===== src/rtl/uart_tx.sv =====
// UART transmitter: 8 data bits LSB first, one parity bit, one stop bit.
// A one-entry holding register lets the next byte be offered while a frame is on the line.
module uart_tx (
   input  logic       clk,
   input  logic       rst,
   input  logic       baud_tick,
   input  logic       p_sel,
   input  logic [7:0] tx_data,
   input  logic       tx_valid,
   output logic       tx_ready,
   output logic       tx,
   output logic       busy,
   output logic       tx_done
);

   typedef enum logic [2:0] {IDLE, START, DATA, PARITY, STOP} state_t;

   state_t     state_q;
   logic [7:0] hold_data_q;
   logic       hold_psel_q;
   logic       hold_empty_q;
   logic [7:0] shift_q;
   logic [2:0] bit_idx_q;
   logic       parity_q;
   logic       tx_q;
   logic       busy_q;
   logic       done_q;

   logic       accept_d;
   logic       start_d;
   logic       parity_d;

   assign accept_d = tx_valid & hold_empty_q;
   // A frame may begin from IDLE or straight out of STOP so back-to-back frames have no gap.
   assign start_d  = baud_tick & ~hold_empty_q & ((state_q == IDLE) | (state_q == STOP));
   assign parity_d = hold_psel_q ? (^hold_data_q) : ~(^hold_data_q);

   always_ff @(posedge clk) begin
      if (rst) begin
         state_q      <= IDLE;
         hold_data_q  <= 8'h00;
         hold_psel_q  <= 1'b0;
         hold_empty_q <= 1'b1;
         shift_q      <= 8'h00;
         bit_idx_q    <= 3'd0;
         parity_q     <= 1'b0;
         tx_q         <= 1'b1;
         busy_q       <= 1'b0;
         done_q       <= 1'b0;
      end else begin
         done_q <= baud_tick & (state_q == STOP);

         if (accept_d) begin
            hold_data_q  <= tx_data;
            hold_psel_q  <= p_sel;
            hold_empty_q <= 1'b0;
         end

         if (start_d) begin
            shift_q      <= hold_data_q;
            parity_q     <= parity_d;
            hold_empty_q <= 1'b1;
            bit_idx_q    <= 3'd0;
            state_q      <= START;
            tx_q         <= 1'b0;
            busy_q       <= 1'b1;
         end else if (baud_tick) begin
            case (state_q)
               IDLE: begin
                  tx_q   <= 1'b1;
                  busy_q <= 1'b0;
               end
               START: begin
                  state_q   <= DATA;
                  bit_idx_q <= 3'd0;
                  tx_q      <= shift_q[0];
               end
               DATA: begin
                  if (bit_idx_q == 3'd7) begin
                     state_q <= PARITY;
                     tx_q    <= parity_q;
                  end else begin
                     shift_q   <= {1'b0, shift_q[7:1]};
                     bit_idx_q <= bit_idx_q + 3'd1;
                     tx_q      <= shift_q[1];
                  end
               end
               PARITY: begin
                  state_q <= STOP;
                  tx_q    <= 1'b1;
               end
               STOP: begin
                  state_q <= IDLE;
                  tx_q    <= 1'b1;
                  busy_q  <= 1'b0;
               end
               default: begin
                  state_q <= IDLE;
                  tx_q    <= 1'b1;
                  busy_q  <= 1'b0;
               end
            endcase
         end
      end
   end

   assign tx_ready = hold_empty_q;
   assign tx       = tx_q;
   assign busy     = busy_q;
   assign tx_done  = done_q;

endmodule


===== config.mk =====
export PLATFORM = sky130hd
export DESIGN_NAME = uart_tx
export DESIGN_NICKNAME = d
export VERILOG_FILES = /design/src/rtl/uart_tx.sv
export SDC_FILE = /design/constraint.sdc
export NUM_CORES = 1
export LEC_CHECK = 0
export CAP_MARGIN = 30
export CORE_ASPECT_RATIO = 1.25
export CORE_MARGIN = 2
export CORE_UTILIZATION = 50
export CTS_CLUSTER_SIZE = 30
export DETAILED_ROUTE_END_ITERATION = 8
export DONT_BUFFER_PORTS = 1
export HOLD_SLACK_MARGIN = 0.05
export SYNTH_ARGS = -nofsm -noshare
export SYNTH_HDL_FRONTEND = slang
export SYNTH_SLANG_ARGS = --single-unit

===== constraint.sdc =====
create_clock -name clk -period 5.5 [get_ports clk]
set_input_delay 0.825 -clock clk [delete_from_list [all_inputs] [get_ports clk]]
set_output_delay 0.825 -clock clk [all_outputs]
set_load 0.01 [all_outputs]

## Yosys cells after proc, flatten, opt, wreduce, memory -nomap -nowiden

Index checks and enable logic that the tools add are counted.
W data, S select, Z words.

- Output and inout bits: 4
- Word-level logic and storage cells: 61
- Bits of input ports: 13
- Register bits: 28

- Bitwise gates (word level): 8
- Equality and inequality tests: 11
- Mux-type cells: 18
- Reduce and logical (&&, ||, !) cells: 12
- Add/subtract/negate cells: 1

Operators with widths:

| operator | number |
|---|---|
| $mux W8 | 4 |
| $pmux W3 S4 | 1 |
| $reduce_and A3 Y1 | 4 |
| $mux W1 | 9 |
| $ne A2 B2 Y1 const B | 4 |
| $reduce_xor A8 Y1 | 1 |
| $eq A3 B2 Y1 const B | 2 |
| $eq A3 B3 Y1 const B | 2 |
| $mux W3 | 2 |
| $pmux W3 S2 | 1 |
| $reduce_bool A2 Y1 | 3 |
| $and A1 B1 Y1 | 4 |
| $add A3 B1 Y3 const B | 1 |
| $eq A3 B1 Y1 const B | 1 |
| $logic_not A3 Y1 | 1 |
| $ne A3 B3 Y1 const B | 1 |
| $not A1 Y1 | 3 |
| $reduce_or A3 Y1 | 1 |
| $ne A2 B1 Y1 const B | 1 |
| $pmux W1 S2 | 1 |
| $reduce_and A2 Y1 | 1 |
| $reduce_or A2 Y1 | 1 |
| $or A1 B1 Y1 | 1 |

## Longest topological paths before layout

Gate-level depths: netlist (run 1).

- Depth after elaboration: 5
- Mapped depth: 7
- Mapped depth without buffers: 6

## Worst setup path before layout (run 1)

OpenSTA, ideal clock, no wires.

- Path kind: flip-flop to flip-flop
- From: register bit_idx_q[0]
- To: register shift_q[3]
- Cell stages (with the launch flop): 8
- Arrival time: 1.677 ns
- Path buffers: 1
- Library setup time: 0.079 ns
- Period minus slack after synthesis: 1.756 ns
- Data required time: 5.421 ns
- Path slack: 3.744 ns
- Cells stage by stage: dfxtp_1 -> ha_1 -> ha_1 -> or3b_4 -> a21oi_4 -> buf_6 -> nor2_1 -> a211oi_2

- Longest elaborated chain between the ends: 3

RTL lines:

| element | line | source |
|---|---|---|
| start: declaration | 23 | `logic [2:0] bit_idx_q;` |
| start signal: assignment | 84 | `bit_idx_q <= bit_idx_q + 3'd1;` |
| $eq A3 B3 Y1 | 79 | `if (bit_idx_q == 3'd7) begin` |
| $ne A2 B2 Y1 (no source line) | -- |  |
| $reduce_and A3 Y1 (no source line) | -- |  |
| end signal: assignment | 60 | `shift_q <= hold_data_q;` |
| end signal: assignment | 83 | `shift_q <= {1'b0, shift_q[7:1]};` |
| end: declaration | 22 | `logic [7:0] shift_q;` |

No other way between the ends.
A chain may end at the register's enable or synchronous reset.

## Final worst setup path (run 1)

Ends and elaborated chain as after synthesis.

==> results of run 1 <==
[cells in the final DEF (no fill, tap or decap), drive strengths merged, types with 2 or more instances in the layout]
master / instances
ha: 2
clkbuf: 3
xnor2: 5
nor3: 4
mux2i: 7
and2b: 2
nor2: 15
a22oi: 3
o21ai: 3
nand2b: 2
inv: 4
nand3: 9
dfxtp: 28
a211oi: 8
nand2: 13
nor2b: 2
a21oi: 18
[final cells by class]
cell class	instances	area share [%]
Inverter	4	1.10
Sequential cell	28	41.0
Tap cell	33	3.02
Clock inverter	1	2.20
Clock buffer	3	1.65
Multi-Input combinational cell	104	51.0
[flip-flops by register name, summed over array words and instances, names as in the netlist]
| name | count |
|---|---|
| hold_data_q | 8 |
| busy | 1 |
| parity_q | 1 |
| bit_idx_q | 3 |
| tx_ready | 1 |
| shift_q | 8 |
| hold_psel_q | 1 |
| tx | 1 |
| tx_done | 1 |
| state_q | 3 |
[layer usage]
metal	vias to the layer above	GRT usage (%)
met4	0	8.33
met2	12	31.0
met1	425	20.6
met3	2	2.18
li1	501	-
met5	-	0
[cells by family after synthesis]
family	after synthesis	synth area share [%]
AO/OA/AOI/OAI	35	18.1
buffers and inverters	13	4.83
XOR/XNOR	7	5.68
AND/OR/NAND/NOR	53	21.8
adder cells (fa/ha/maj)	2	1.89
flip-flops	28	42.4
multiplexers	7	5.30
[stage by stage]
stage	instance area [µm²]	power, mW	util, %	hold slack, ns	cells
after CTS	1370	0.421	55.2	0.479	173
after floorplan	1320	0.284	-	0.449	145
final	1370	0.415	55.2	0.478	173
after detailed placement	1310	0.288	53.0	0.459	169
after global placement	1310	0.286	53.0	0.454	169
after global routing	1370	0.437	55.2	0.503	173
[critical path, delay by kind of cell (launching register included)]
family	cells	cell delay, ns
AOI/OAI and AO/OA	2	0.58
and+or+nand+nor	2	0.52
adders and majority gates	2	0.43
DFF	1	0.35
[path summary, 6_finish.rpt]
check | startpoint | to | slack (ns) | cells after the start
worst max-delay path | bit_idx_q[0] | shift_q[3] | 3.56 | 6
worst min-delay path | hold_psel_q | hold_psel_q | 0.48 | 2
worst max register to register | bit_idx_q[0] | shift_q[3] | 3.56 | 6
worst min register to register | hold_psel_q | hold_psel_q | 0.48 | 2
[power by group through the flow]
stage | clock network, mW | registers [mW] | logic (mW)
global placement | 0 | 0.231 | 0.0549
detailed placement | 0 | 0.232 | 0.0566
floorplan | 0 | 0.226 | 0.0584
global route | 0.144 | 0.229 | 0.0637
finish | 0.132 | 0.227 | 0.0559
CTS | 0.137 | 0.227 | 0.0568
==> impl_results.md, run 1 <==
- Status: finished clean
- Layout cells sized above 1: 8.57%
- Final Max Tran Viols: 0
- H-tree depth: 1
- Clock latency on the worst-skew pair: 0.32 ns
- Synth top area share: 42.4%
- M1 wire length: 1060 µm
- Routed vias/inst: 5.43
- Setup Buffers After CTS: 0
- Total CTS buffers: 3
- GR Overflow Total: 0
- Final Cycle Share: 35.4%
- Asr flop ratio synth: 0%
- Initial core utilization: 53.3%
- Max FO, Critical Path: 15
- TritonCTS clock tree: done
- Hpwl dp: 1620 µm
- Worst Hold Class: flip-flop to flip-flop
- Cell Int Power: 0.317 mW
- Most common cell in the synthesized netlist: dfxtp_1
- Crit path required time: 5.75 ns
- Power share of the clock group: 31.9%
- FF+latch count, synth: 28
- First-pass GRT wire length: 4040 µm
- Wire per inst: 13.0 µm
- Most frequent CP cell: ha_1
- Starting DRT DRC Count: 19
- Pwr Density: 304 nW/µm²
- EDFF count, synth: 0
- CP Capture Type: flip-flop
- Final setup vio count: 0
- Synthesized instance count: 145
- Uppermost layer routed: met4
- Fill count: 226
- Worst Slack Setup Final: 3.56 ns
- Pin count of the biggest net entering global routing: 29
- Crit path launch type: flip-flop
- Post-route ant nets: 0
- CP arrival: 2.20 ns
- Worst-path clk slew: 0.15 ns
- Seq/Total Area, Yosys: 42.4%
- GRT Overall Usage: 17.3%
- CTS resizes: 0
- Slew margin rel.: 66.0%
- Core Area: 2480 µm²
- Fmax: 0.514 GHz
- CTS Buffer Depth: 2
- Synth area leader: dfxtp_1
- Flop pwr share: 54.7%
- Chip width: 50.0 µm
- Port Buffer Count: 0
- Net Count, Synth: 160
- Synth cell count leaders: dfxtp_1 (28), a21oi_1 (17), nor2_1 (14)
- Pre-CTS setup slack: 3.59 ns
- CTS sink cnt: 28
- Synthesized area per cell: 9.11 µm²
- Vias in the first global route: 922
- RSZ-0062 raised after global routing: no
- Final min period: 1.94 ns
- Final hold violation count: 0
- Diode count: 0
- Max IR drop VDD: 171 µV
- CP Class: flip-flop to flip-flop
- Synth cell types: 35
- Vias: 940
- Worst path cell trace: ha_1, ha_1, or3b_4, a21oi_4, nor2_1, a211oi_2
- Power share of the combinational group: 13.5%
- Post-Route WL: 2240 µm
- Multi-input logic area: 697 µm²
- Crit-path max cell delay: 0.42 ns
- Die area: 3070 µm²
- Sw frac: 23.7%
- Slew @ Worst Pin: 0.509 ns
- Setup_tns: 0 ns
- Register Area: 561 µm²
- Leak pwr: 0.487 nW
- Worst Skew: 0.0103 ns
- Die Y-Extent: 61.5 µm
- Initial antenna violation count: 0
- Nets: 156
- Met3 Wirelength: 61 µm
- Cts hold-fix bufs: 0
- 1st-pass router iterations: 4
- Synth top area cells: dfxtp_1 (42%), a21oi_1 (6.4%), mux2i_1 (5.3%)
- Routability cong.: 0.716
- Maxcap violations: 0
- Synthesized area: 1320 µm²
- Routed length on met2: 1100 µm
- Rows: 20
- Synth warnings: 0
- DRC Markers: 0
- IO Count: 17
- Area Growth Syn to Fin: 3.41%
- NetSw: 0.0984 mW
- Ys flop type: dfxtp_1
- CP max-delay cell: or3b_4
- Root buffer cell: clkbuf_4
Power figures use the tool's default switching activity.
==> run 2: changes to the inputs <==
PLACE_DENSITY = 0.68   (was default)
clock period = 1.6 ns   (was 5.5 ns; I/O delays follow)
==> run 2 against run 1 <==
Hold slack got worse by 0.52 ns; the run now ends with negative hold slack, negative setup slack left; highest routed layer unchanged; die area did not move; clock-buffer cell count rose by 1; clock skew fell by 0.0072 ns; core utilization rose by 14 points; non-clock buffer count rose by 24; register-to-register slack got worse by 3.7 ns; global-route usage rose by 1.9 points; setup slack got worse by 3.7 ns.
==> impl_results.md, run 2 (synthesized netlist as in run 1, its figures left out) <==
- Setup_tns: -0.601 ns (-0.601 ns)
- Pre-CTS setup slack: -0.104 ns (-3.69 ns)
- Tot Pwr: 1.43 mW (+240%)
- DRC Markers: 0 (unchanged)
- GRT Overall Usage: 19.2% (+1.9 points)
- Chip width: 50.0 µm (unchanged)
- Final design utilization: 69.3% (+14 points)
- CTS Buffer Depth: 2 (unchanged)
- CTS sink cnt: 28 (unchanged)
- Fmax: 0.587 GHz (+14%)
- NetSw: 0.386 mW (+290%)
- Uppermost layer routed: met4
- Final Max Tran Viols: 0 (unchanged)
- Cell Int Power: 1.04 mW (+230%)
- Pwr Density: 832 nW/µm² (+170%)
- Wire per inst: 14.7 µm (+13%)
- RSZ-0062 raised after global routing: yes
- Worst Slack Setup Final: -0.104 ns (-3.66 ns)
- Max IR drop VDD: 556 µV (+220%)
- Sw frac: 27.0% (+3.3 points)
- Final min period: 1.70 ns (-0.241 ns)
- Failing checks: negative hold slack, negative setup slack
- TritonCTS clock tree: done
- Final Instance Count excl. Fillers: 197 (+14%)
- Routed vias/inst: 5.62 (+3.5%)
- Nets: 180 (+15%)
- Initial core utilization: 53.3% (unchanged)
- Hpwl dp: 1850 µm (+14%)
- Most common cell after layout, fill and taps aside: dfxtp_1
- Status: finished, violations left
- GR Overflow Total: 0 (unchanged)
- Rows: 20 (unchanged)
- Crit path launch type: flip-flop
- Root buffer cell: clkbuf_4
- First-pass GRT wire length: 4450 µm (+10%)
- Routed length on met2: 1580 µm (+43%)
- Routability cong.: 0.771 (+7.7%)
- Crit-path max cell delay: 0.39 ns (-0.03 ns)
- CP Capture Type: flip-flop
- Core Area: 2480 µm² (unchanged)
- M1 wire length: 1210 µm (+14%)
- Power share of the clock group: 24.2% (-7.7 points)
- Clock latency on the worst-skew pair: 0.33 ns (about the same)
- Vias: 1108 (+18%)
- CP Class: flip-flop to flip-flop
- Vias in the first global route: 1018 (+10%)
- Worst Skew: 0.00316 ns (-0.00718 ns)
- Crit path required time: 1.85 ns (-3.90 ns)
- Total CTS buffers: 3 (unchanged)
- Diode count: 0 (unchanged)
- Dpl cell area: 1440 µm² (+9.3%)
- Multi-input logic area: 815 µm² (+17%)
- Placed insts: 177 (+4.7%)
- Power share of the combinational group: 21.3% (+7.8 points)
- Slew @ Worst Pin: 0.310 ns (-0.199 ns)
- Met3 Wirelength: 80 µm (+31%)
- Post-route ant nets: 0 (unchanged)
- Most frequent cells in the layout: dfxtp_1 (26), a21oi_1 (16), nand2_1 (12), dlygate4sd3_1 (12), nand3_1 (9)
- Leak pwr: 0.651 nW (+34%)
- Starting DRT DRC Count: 10 (-9)
- Final Cycle Share: 106% (+71 points)
- Hold slack: -0.0409 ns (-0.519 ns)
- Top flop regs: hold_data_q (8), shift_q (8)
- Final setup vio count: 9 (+9)
- 1st-pass router iterations: 4 (unchanged)
- Die area: 3070 µm² (unchanged)
- Worst path cell trace: ha_4, ha_4, or3b_4, a21oi_4, buf_12, nor2_2, a211oi_2
- Layout cells sized above 1: 28.0% (+19 points)
- Fin area: 1720 µm² (+26%)
- IO Count: 17 (unchanged)
- Pin count of the biggest net entering global routing: 29 (unchanged)
- Fill count: 203 (-10%)
- Area Growth Syn to Fin: 30.0%
- CP max-delay cell: or3b_4
- Port Buffer Count: 0 (unchanged)
- Max FO, Critical Path: 7 (-8)
- Most frequent CP cell: ha_4
- H-tree depth: 1 (unchanged)
- Flop pwr share: 54.5% (-0.2 points)
- Slew margin rel.: 79.3% (+13 points)
- Worst-path clk slew: 0.15 ns (about the same)
- Worst Hold Class: input pin to flip-flop
- Die Y-Extent: 61.5 µm (unchanged)
- Post-Route WL: 2900 µm (+29%)
- Final hold violation count: 16 (+16)
- Initial antenna violation count: 0 (unchanged)
- Register Area: 563 µm² (+0.45%)
- CP arrival: 1.96 ns (-0.24 ns)
- Maxcap violations: 0 (unchanged)
==> run 2: changes by cell type in the layout (fill, tap and decap cells not counted), sizes merged <==
cell and delta:
buf +11, dlygate4sd3 +12, clkbuf +2, bufinv -1
==> run 2: final timing paths <==
path                            slack [ns]  depth (start not counted)    endpoint    startpoint
worst max-delay path                 -0.10                          7  shift_q[6]  bit_idx_q[0]
worst min-delay path                 -0.04                          1  shift_q[2]           rst
worst max register to register       -0.10                          7  shift_q[6]  bit_idx_q[0]
worst min register to register        0.51                          2  shift_q[7]    shift_q[7]
==> run 2: layout make-up <==
type | instances | area share [%]
inverters | 4 | 0.874
repair buffers | 24 | 14.4
multi-input cells | 104 | 47.4
flip-flops and latches | 28 | 32.8
clock buffers | 4 | 2.11
well taps | 33 | 2.40
==> run 2: routing by layer <==
metal,GRT usage (%),vias to the layer above
met5,0,-
met4,5.95,0
met3,3.40,4
met1,21.8,539
met2,36.7,17
li1,-,548
==> run 2: power groups by stage <==
stage	clock network (mW)	registers, mW	logic (mW)
after floorplan	0	0.781	0.209
after global placement	0	0.790	0.226
after detailed placement	0	0.792	0.234
after CTS	0.357	0.778	0.284
after global routing	0.386	0.785	0.331
final	0.346	0.779	0.304
==> run 2: worst max-delay path, delay by kind of cell, from the launching register on <==
kind                       cells  cell delay (ns)
DFF                            1             0.37
and+or+nand+nor                2             0.43
adders and majority gates      2             0.31
buffers and inverters          1             0.16
AOI/OAI and AO/OA              2             0.37
==> run 2: timing repair <==
item / in CTS / in global routing
pin swaps: 9 / 5
cloned: 1 / 0
gates resized for setup: 13 / 9
setup buffers: 3 / 0
setup endpoints to repair: 11 / 16
hold buffers: 7 / 5
endpoints found under the hold margin: 28 / 22
